[src/rtl/multi_timer_sb_ctrl.sv]
`default_nettype none
// ============================================================================
// Module   : multi_timer_sb_ctrl
// Brief    : Free-running system counter plus NUM_CH reloadable bus timers
//            with per-channel pending bits and a masked interrupt request.
// Revision : 1.0 - initial release
// ============================================================================
module multi_timer_sb_ctrl #(
    parameter int NUM_CH = 4,
    parameter int CNT_W  = 64
) (
    input  logic        clk_i,
    input  logic        rst_ni,
    input  logic        req_i,
    input  logic        write_enable_i,
    input  logic [31:0] addr_i,
    input  logic [31:0] write_data_i,
    output logic [31:0] read_data_o,
    output logic        ready_o,
    output logic        interrupt_request_o
);

    typedef enum logic [1:0] {
        MODE_OFF     = 2'd0,
        MODE_NTIMES  = 2'd1,
        MODE_FOREVER = 2'd2
    } mode_e;

    localparam logic [1:0] c_REG_SYSCNT_LO = 2'd0;
    localparam logic [1:0] c_REG_SYSCNT_HI = 2'd1;
    localparam logic [1:0] c_REG_PENDING   = 2'd2;
    localparam logic [1:0] c_REG_ENABLE    = 2'd3;
    localparam logic [1:0] c_REG_DELAY_LO  = 2'd0;
    localparam logic [1:0] c_REG_DELAY_HI  = 2'd1;
    localparam logic [1:0] c_REG_MODE      = 2'd2;
    localparam logic [1:0] c_REG_REPEAT    = 2'd3;

    logic [11:0]       w_addr;
    logic [1:0]        w_reg;
    logic [3:0]        w_ch_idx;
    logic              w_glb_hit;
    logic              w_ch_hit;
    logic              w_wr;
    logic              w_rd;
    logic              w_unused_addr;

    logic [CNT_W-1:0]  syscnt_q;
    logic [31:0]       w_shadow_rd;
    logic [NUM_CH-1:0] pending_q;
    logic [NUM_CH-1:0] enable_q;
    logic [NUM_CH-1:0] w_ev;
    logic [NUM_CH-1:0] w_w1c;
    logic              ready_q;
    logic [31:0]       rdata_q;
    logic [31:0]       w_rdata;
    logic [31:0]       w_ch_rdata [NUM_CH];

    assign w_addr        = addr_i[11:0];
    assign w_reg         = w_addr[3:2];
    assign w_ch_idx      = w_addr[7:4];
    assign w_unused_addr = ^addr_i[31:12];
    assign w_glb_hit     = (w_addr[11:4] == 8'h00) && (w_addr[1:0] == 2'b00);
    assign w_ch_hit      = (w_addr[11:8] == 4'h1) && (w_addr[1:0] == 2'b00)
                           && (32'(w_ch_idx) < NUM_CH);
    assign w_wr          = req_i && write_enable_i;
    assign w_rd          = req_i && !write_enable_i;

    assign w_w1c = (w_wr && w_glb_hit && (w_reg == c_REG_PENDING))
                   ? write_data_i[NUM_CH-1:0] : '0;

    always_ff @(posedge clk_i or negedge rst_ni) begin
        if (!rst_ni) begin
            syscnt_q  <= '0;
            pending_q <= '0;
            enable_q  <= '0;
            ready_q   <= 1'b0;
            rdata_q   <= '0;
        end else begin
            syscnt_q  <= syscnt_q + CNT_W'(1);
            // A new event outranks a software clear landing on the same edge.
            pending_q <= (pending_q & ~w_w1c) | w_ev;
            if (w_wr && w_glb_hit && (w_reg == c_REG_ENABLE)) begin
                enable_q <= write_data_i[NUM_CH-1:0];
            end
            ready_q   <= req_i;
            rdata_q   <= w_rd ? w_rdata : '0;
        end
    end

    if (CNT_W > 32) begin : g_shadow
        logic [CNT_W-33:0] shadow_q;
        always_ff @(posedge clk_i or negedge rst_ni) begin
            if (!rst_ni) begin
                shadow_q <= '0;
            end else if (w_rd && w_glb_hit && (w_reg == c_REG_SYSCNT_LO)) begin
                shadow_q <= syscnt_q[CNT_W-1:32];
            end
        end
        assign w_shadow_rd = 32'(shadow_q);
    end else begin : g_no_shadow
        assign w_shadow_rd = '0;
    end

    always_comb begin
        w_rdata = '0;
        if (w_glb_hit) begin
            unique case (w_reg)
                c_REG_SYSCNT_LO: w_rdata = syscnt_q[31:0];
                c_REG_SYSCNT_HI: w_rdata = w_shadow_rd;
                c_REG_PENDING:   w_rdata = 32'(pending_q);
                c_REG_ENABLE:    w_rdata = 32'(enable_q);
                default:         w_rdata = '0;
            endcase
        end else if (w_ch_hit) begin
            for (int n = 0; n < NUM_CH; n++) begin
                if (w_ch_idx == 4'(n)) begin
                    w_rdata = w_ch_rdata[n];
                end
            end
        end
    end

    for (genvar n = 0; n < NUM_CH; n++) begin : g_ch
        logic [31:0]      dly_lo_q;
        logic [31:0]      dly_hi_rd;
        logic [CNT_W-1:0] dly;
        logic [CNT_W-1:0] reload;
        logic [CNT_W-1:0] cnt_q;
        logic [CNT_W-1:0] cnt_d;
        logic [31:0]      rep_q;
        logic [31:0]      rep_d;
        mode_e            mode_q;
        mode_e            mode_d;
        mode_e            mode_wr;
        logic             sel;
        logic             stall;
        logic             active;
        logic [31:0]      rd;

        assign sel = w_wr && w_ch_hit && (w_ch_idx == 4'(n));

        if (CNT_W > 32) begin : g_dhi
            logic [CNT_W-33:0] dly_hi_q;
            always_ff @(posedge clk_i or negedge rst_ni) begin
                if (!rst_ni) begin
                    dly_hi_q <= '0;
                end else if (sel && (w_reg == c_REG_DELAY_HI)) begin
                    dly_hi_q <= write_data_i[CNT_W-33:0];
                end
            end
            assign dly       = {dly_hi_q, dly_lo_q};
            assign dly_hi_rd = 32'(dly_hi_q);
        end else begin : g_no_dhi
            assign dly       = dly_lo_q;
            assign dly_hi_rd = '0;
        end

        // NTIMES with nothing left to do never fires; it just drops to OFF.
        assign stall    = (mode_q == MODE_NTIMES) && (rep_q == 32'd0);
        assign active   = (mode_q != MODE_OFF) && !stall;
        assign w_ev[n]  = active && (cnt_q == CNT_W'(1));
        assign reload   = (dly == '0) ? CNT_W'(1) : dly;

        always_comb begin
            unique case (write_data_i[1:0])
                2'd1:    mode_wr = MODE_NTIMES;
                2'd2:    mode_wr = MODE_FOREVER;
                default: mode_wr = MODE_OFF;
            endcase

            rep_d = rep_q;
            if (sel && (w_reg == c_REG_REPEAT)) begin
                rep_d = write_data_i;
            end else if (w_ev[n] && (mode_q == MODE_NTIMES)) begin
                rep_d = rep_q - 32'd1;
            end

            mode_d = mode_q;
            if (sel && (w_reg == c_REG_MODE)) begin
                mode_d = mode_wr;
            end else if ((mode_q == MODE_NTIMES) && (w_ev[n] || stall)
                         && (rep_d == 32'd0)) begin
                mode_d = MODE_OFF;
            end

            cnt_d = cnt_q;
            if (sel && (w_reg == c_REG_MODE)) begin
                if (mode_wr != MODE_OFF) begin
                    cnt_d = reload;
                end
            end else if (w_ev[n]) begin
                cnt_d = reload;
            end else if (active) begin
                cnt_d = cnt_q - CNT_W'(1);
            end

            unique case (w_reg)
                c_REG_DELAY_LO: rd = dly_lo_q;
                c_REG_DELAY_HI: rd = dly_hi_rd;
                c_REG_MODE:     rd = {30'd0, mode_q};
                c_REG_REPEAT:   rd = rep_q;
                default:        rd = '0;
            endcase
        end

        assign w_ch_rdata[n] = rd;

        always_ff @(posedge clk_i or negedge rst_ni) begin
            if (!rst_ni) begin
                dly_lo_q <= '0;
                rep_q    <= '0;
                mode_q   <= MODE_OFF;
                cnt_q    <= '0;
            end else begin
                if (sel && (w_reg == c_REG_DELAY_LO)) begin
                    dly_lo_q <= write_data_i;
                end
                rep_q  <= rep_d;
                mode_q <= mode_d;
                cnt_q  <= cnt_d;
            end
        end
    end

    assign ready_o             = ready_q;
    assign read_data_o         = rdata_q;
    assign interrupt_request_o = |(pending_q & enable_q);

endmodule
`default_nettype wire

[config.mk]
export PLATFORM = sky130hd
export DESIGN_NAME = multi_timer_sb_ctrl
export DESIGN_NICKNAME = d
export VERILOG_FILES = /design/src/rtl/multi_timer_sb_ctrl.sv
export SDC_FILE = /design/constraint.sdc
export NUM_CORES = 2
export LEC_CHECK = 0
export CORE_ASPECT_RATIO = 0.75
export CORE_UTILIZATION = 45
export DETAILED_ROUTE_END_ITERATION = 6
export DONT_BUFFER_PORTS = 1
export GPL_TIMING_DRIVEN = 0
export MAX_ROUTING_LAYER = met4
export SLEW_MARGIN = 30
export SYNTH_ARGS = -nofsm -noshare
export SYNTH_HDL_FRONTEND = slang
export SYNTH_SLANG_ARGS = --single-unit
[constraint.sdc]
create_clock -name clk_i -period 4.25 [get_ports clk_i]
set_clock_uncertainty 0.15 [all_clocks]
set_input_delay 0.85 -clock clk_i [delete_from_list [all_inputs] [get_ports clk_i]]
set_output_delay 0.85 -clock clk_i [all_outputs]
set_load 0.01 [all_outputs]
==> run summary <==
Final instance area: 51,300 um^2
Rel. slew slack: 0.131
Synth Register Bits: 785
Highest clock rate: 229 MHz
Synthesized instance count: 5,005
Drt first pass iters: 7
Die span in y: 275 um
Largest net degree at the start of global routing: 786
Worst Reg-to-Reg Cells: 11
Worst EP required: 4670 ps
Final setup vio count: 6
Initial core utilization: 0.457
Sequential Power Share: 0.427
Clk_lat worst skew: 690 ps
CTS tree: built
Primary FF master, synth: dfrtp_1
Routed vias/inst: 6.89
CP max stage cell: clkbuf_1
Lkg Pwr: 21.2 nW
Number of fill cells in the layout: 9,170
Num CTS Buffers: 84
Clock buffer depth: 3
1st-iter DRT viols: 7,935
Cell Int Power: 12.9 mW
CP max FO: 10
Register area share after synthesis: 0.438
Hold/Removal Path Class: input pin to asynchronous set/reset pin
First-pass GRT wire length: 309,000 um
Synth async-reset ratio: 1.00
Yosys cell types: 81
Reg2reg start: g_ch[0].cnt_q[39]$_DFFE_PN0P_
Final wirelength: 221,000 um
Post-synth EDFFs: 0
VDD IR-drop max: 0.444 mV
Remaining DRCs: 1
DP Wirelength: 164,000 um
I/O Buffers: 0
WL per Instance: 33.7 um
RePlAce Congestion: 1.10
Final worst slack: -119 ps
Share of power burned in the clock network: 0.454
CTS Sinks: 785
ANT nets after route: 0
Synthesized area per cell: 8.95 um^2
Worst path most repeated cell: clkbuf_1
Clk root buf: clkbuf_16
Site Rows: 99
Clock transition at the registers of the reported paths: 60 ps
Syn. warnings: 0
Syn Std Cell Area: 44,800 um^2
PwrDens: 350 nW/um^2
Share of cells above drive strength 1: 0.151
Critical Path Sink Type: flop
GR Util All Layers: 0.441
Reg2Reg Setup Slack: 30 ps
Critical Path AT: 4790 ps
GRT Residual Overflow: 0
R2R Path End: g_ch[0].mode_q[0]$_DFFE_PN0P_
Syn_nets: 5,088
Final slew viol count: 0
H-tree Lvls: 3
Place WS: -1390 ps
Nets@finish: 5,217
Worst setup SP type: input pin
Max stage delay on crit path: 880 ps
Initial antenna violation count: 24
Gate power share: 0.119
Outcome: finished with violations
Sw Ratio: 0.280
Final Core Density: 0.523
Slew @ Worst Pin: 1300 ps
Critical path class: input pin to flop
Failing checks: design-rule violations, negative hold slack, negative setup slack
Hold_ws: -29.4 ps
Number of global-route vias before repair: 40,100
Via count: 45,100
Max Cap Viol: 0
Final Hold Viols: 24
Placed Instance Area: 46,700 um^2
CP Cell Sequence: clkbuf_1 > and2_1 > clkbuf_1 > clkbuf_1 > clkbuf_1 > a211oi_1 > nor3_1 > a31oi_1 > o22ai_1
Switch Pwr: 5.03 mW
Die Area: 101,000 um^2
Area of the core: 98,000 um^2
Minimum clock period after layout: 4370 ps
Final period util: 1.03
Die width: 366 um
Area grow syn2layout: 14.5%
IO Pins: 102
-- final cells by class --
type	instances	area [um^2]	area share
tap	1313	1640	0.0320
buffer	319	1440	0.0282
antenna	33	82.6	0.00161
multi-input combinational	3806	24500	0.478
clock inverter	36	500	0.00976
clock buffer	118	2480	0.0484
timing repair buffer	53	632	0.0123
sequential	785	19600	0.383
inverter	85	319	0.00622
-- cells in the final DEF (no fill, tap or decap), types with 17 or more instances in the layout --
cell type / instances
dfrtp_1: 785
mux2i_1: 158
xnor2_1: 79
mux2_2: 281
nor4_2: 24
buf_2: 20
diode_2: 33
nor4_1: 159
buf_1: 20
a21oi_1: 443
clkbuf_2: 89
or4_1: 67
buf_4: 38
o211ai_1: 28
and2_1: 35
nor2_1: 515
o21ai_0: 461
nand4b_1: 17
xor2_1: 48
or2_2: 35
clkbuf_16: 85
clkbuf_1: 180
nand3_1: 126
nand4_1: 85
nand2_1: 332
clkbuf_8: 23
nand2b_1: 28
nor3_1: 182
a22oi_1: 56
or3_1: 76
a21o_1: 21
a31oi_1: 41
inv_1: 83
nor4_4: 19
and3_1: 36
o31ai_1: 26
o22ai_1: 55
a211oi_1: 86
-- cell families after synthesis --
logic type | count (synthesis) | synth area share
AOI/OAI and AO/OA | 1349 | 0.176
buffers and inverters | 415 | 0.0349
and+or+nand+nor | 1862 | 0.210
adders and majority gates | 15 | 0.00419
DFF | 785 | 0.438
muxes | 452 | 0.112
xor gates and xnor gates | 127 | 0.0248
-- through the flow --
| stage | power, mW | setup TNS, ps | std cells |
|---|---|---|---|
| final | 17.9 | -280 | 6548 |
| after global routing | 18.4 | -108 | 6542 |
| after CTS | 17.7 | 0 | 6485 |
| after detailed placement | 9.55 | -250330 | 6324 |
| after global placement | 9.54 | -405480 | 6318 |
| after floorplan | 8.88 | 0 | 5005 |
-- worst max-delay path by stage --
stage | from | end
detailed placement | addr_i[9] | g_ch[0].mode_q[0]$_DFFE_PN0P_
finish | addr_i[3] | read_data_o[30]$_DFF_PN0_
global route | g_ch[0].cnt_q[39]$_DFFE_PN0P_ | g_ch[0].mode_q[0]$_DFFE_PN0P_
CTS | g_ch[2].rep_q[7]$_DFF_PN0_ | g_ch[2].cnt_q[12]$_DFFE_PN0P_
global placement | addr_i[9] | g_ch[2].cnt_q[38]$_DFFE_PN0P_
floorplan | addr_i[9] | g_ch[2].cnt_q[46]$_DFFE_PN0P_
-- per-layer routing --
metal | share of wire | GRT usage
met5 | 0 | -
met4 | 0.027 | 0.123
met3 | 0.15 | 0.156
met2 | 0.37 | 0.533
met1 | 0.45 | 0.669
-- power groups by stage --
stage | sequential [mW] | combinational [mW] | clock [mW]
6_report | 7.66 | 2.14 | 8.15
5_1_grt | 7.66 | 2.29 | 8.49
4_1_cts | 7.64 | 1.83 | 8.18
3_5_place_dp | 7.78 | 1.78 | 0
3_3_place_gp | 7.78 | 1.76 | 0
2_1_floorplan | 7.75 | 1.12 | 0
-- sequential cells by signal, indices dropped and copies added (netlist names) --
register / cells
enable_q: 4
g_ch.cnt_q: 256
g_ch.dly_hi_rd: 128
g_ch.dly_lo_q: 128
g_ch.mode_q: 8
g_ch.rep_q: 128
g_shadow.shadow_q: 32
pending_q: 4
read_data_o: 32
ready_o: 1
syscnt_q: 64
-- timing repair --
action | 4_1_cts | 5_1_grt
gates cloned | 0 | 1
endpoints found under the hold margin | 785 | 37
buffers inserted | 12 | 27
gates resized for setup | 145 | 179
setup endpoints to repair | 274 | 293
pin swaps | 11 | 33
-- synth_stat cells, types with 35 or more instances --
cell | instances | area share
dfrtp_1 | 785 | 0.44
nor2_1 | 523 | 0.044
o21ai_0 | 466 | 0.052
a21oi_1 | 446 | 0.050
nand2_1 | 333 | 0.028
clkbuf_1 | 285 | 0.024
mux2_2 | 281 | 0.071
nor3_1 | 200 | 0.022
nor4_1 | 200 | 0.028
mux2i_1 | 161 | 0.036
nand3_1 | 130 | 0.015
a211oi_1 | 91 | 0.015
nand4_1 | 85 | 0.012
inv_1 | 83 | 0.0070
or3_1 | 80 | 0.011
or4_1 | 80 | 0.013
xnor2_1 | 79 | 0.015
a22oi_1 | 56 | 0.0094
o22ai_1 | 56 | 0.0078
xor2_1 | 48 | 0.0094
buf_1 | 42 | 0.0035
a31oi_1 | 41 | 0.0057
and3_1 | 36 | 0.0050
and2_1 | 35 | 0.0049
or2_2 | 35 | 0.0049
-- worst max-delay path, delay by kind of cell --
kind	cells	cell delay, ps
AOI/OAI and AO/OA	3	800
buffers and inverters	4	2320
and+or+nand+nor	2	800
No activity file was read; power rests on OpenSTA's default activity.
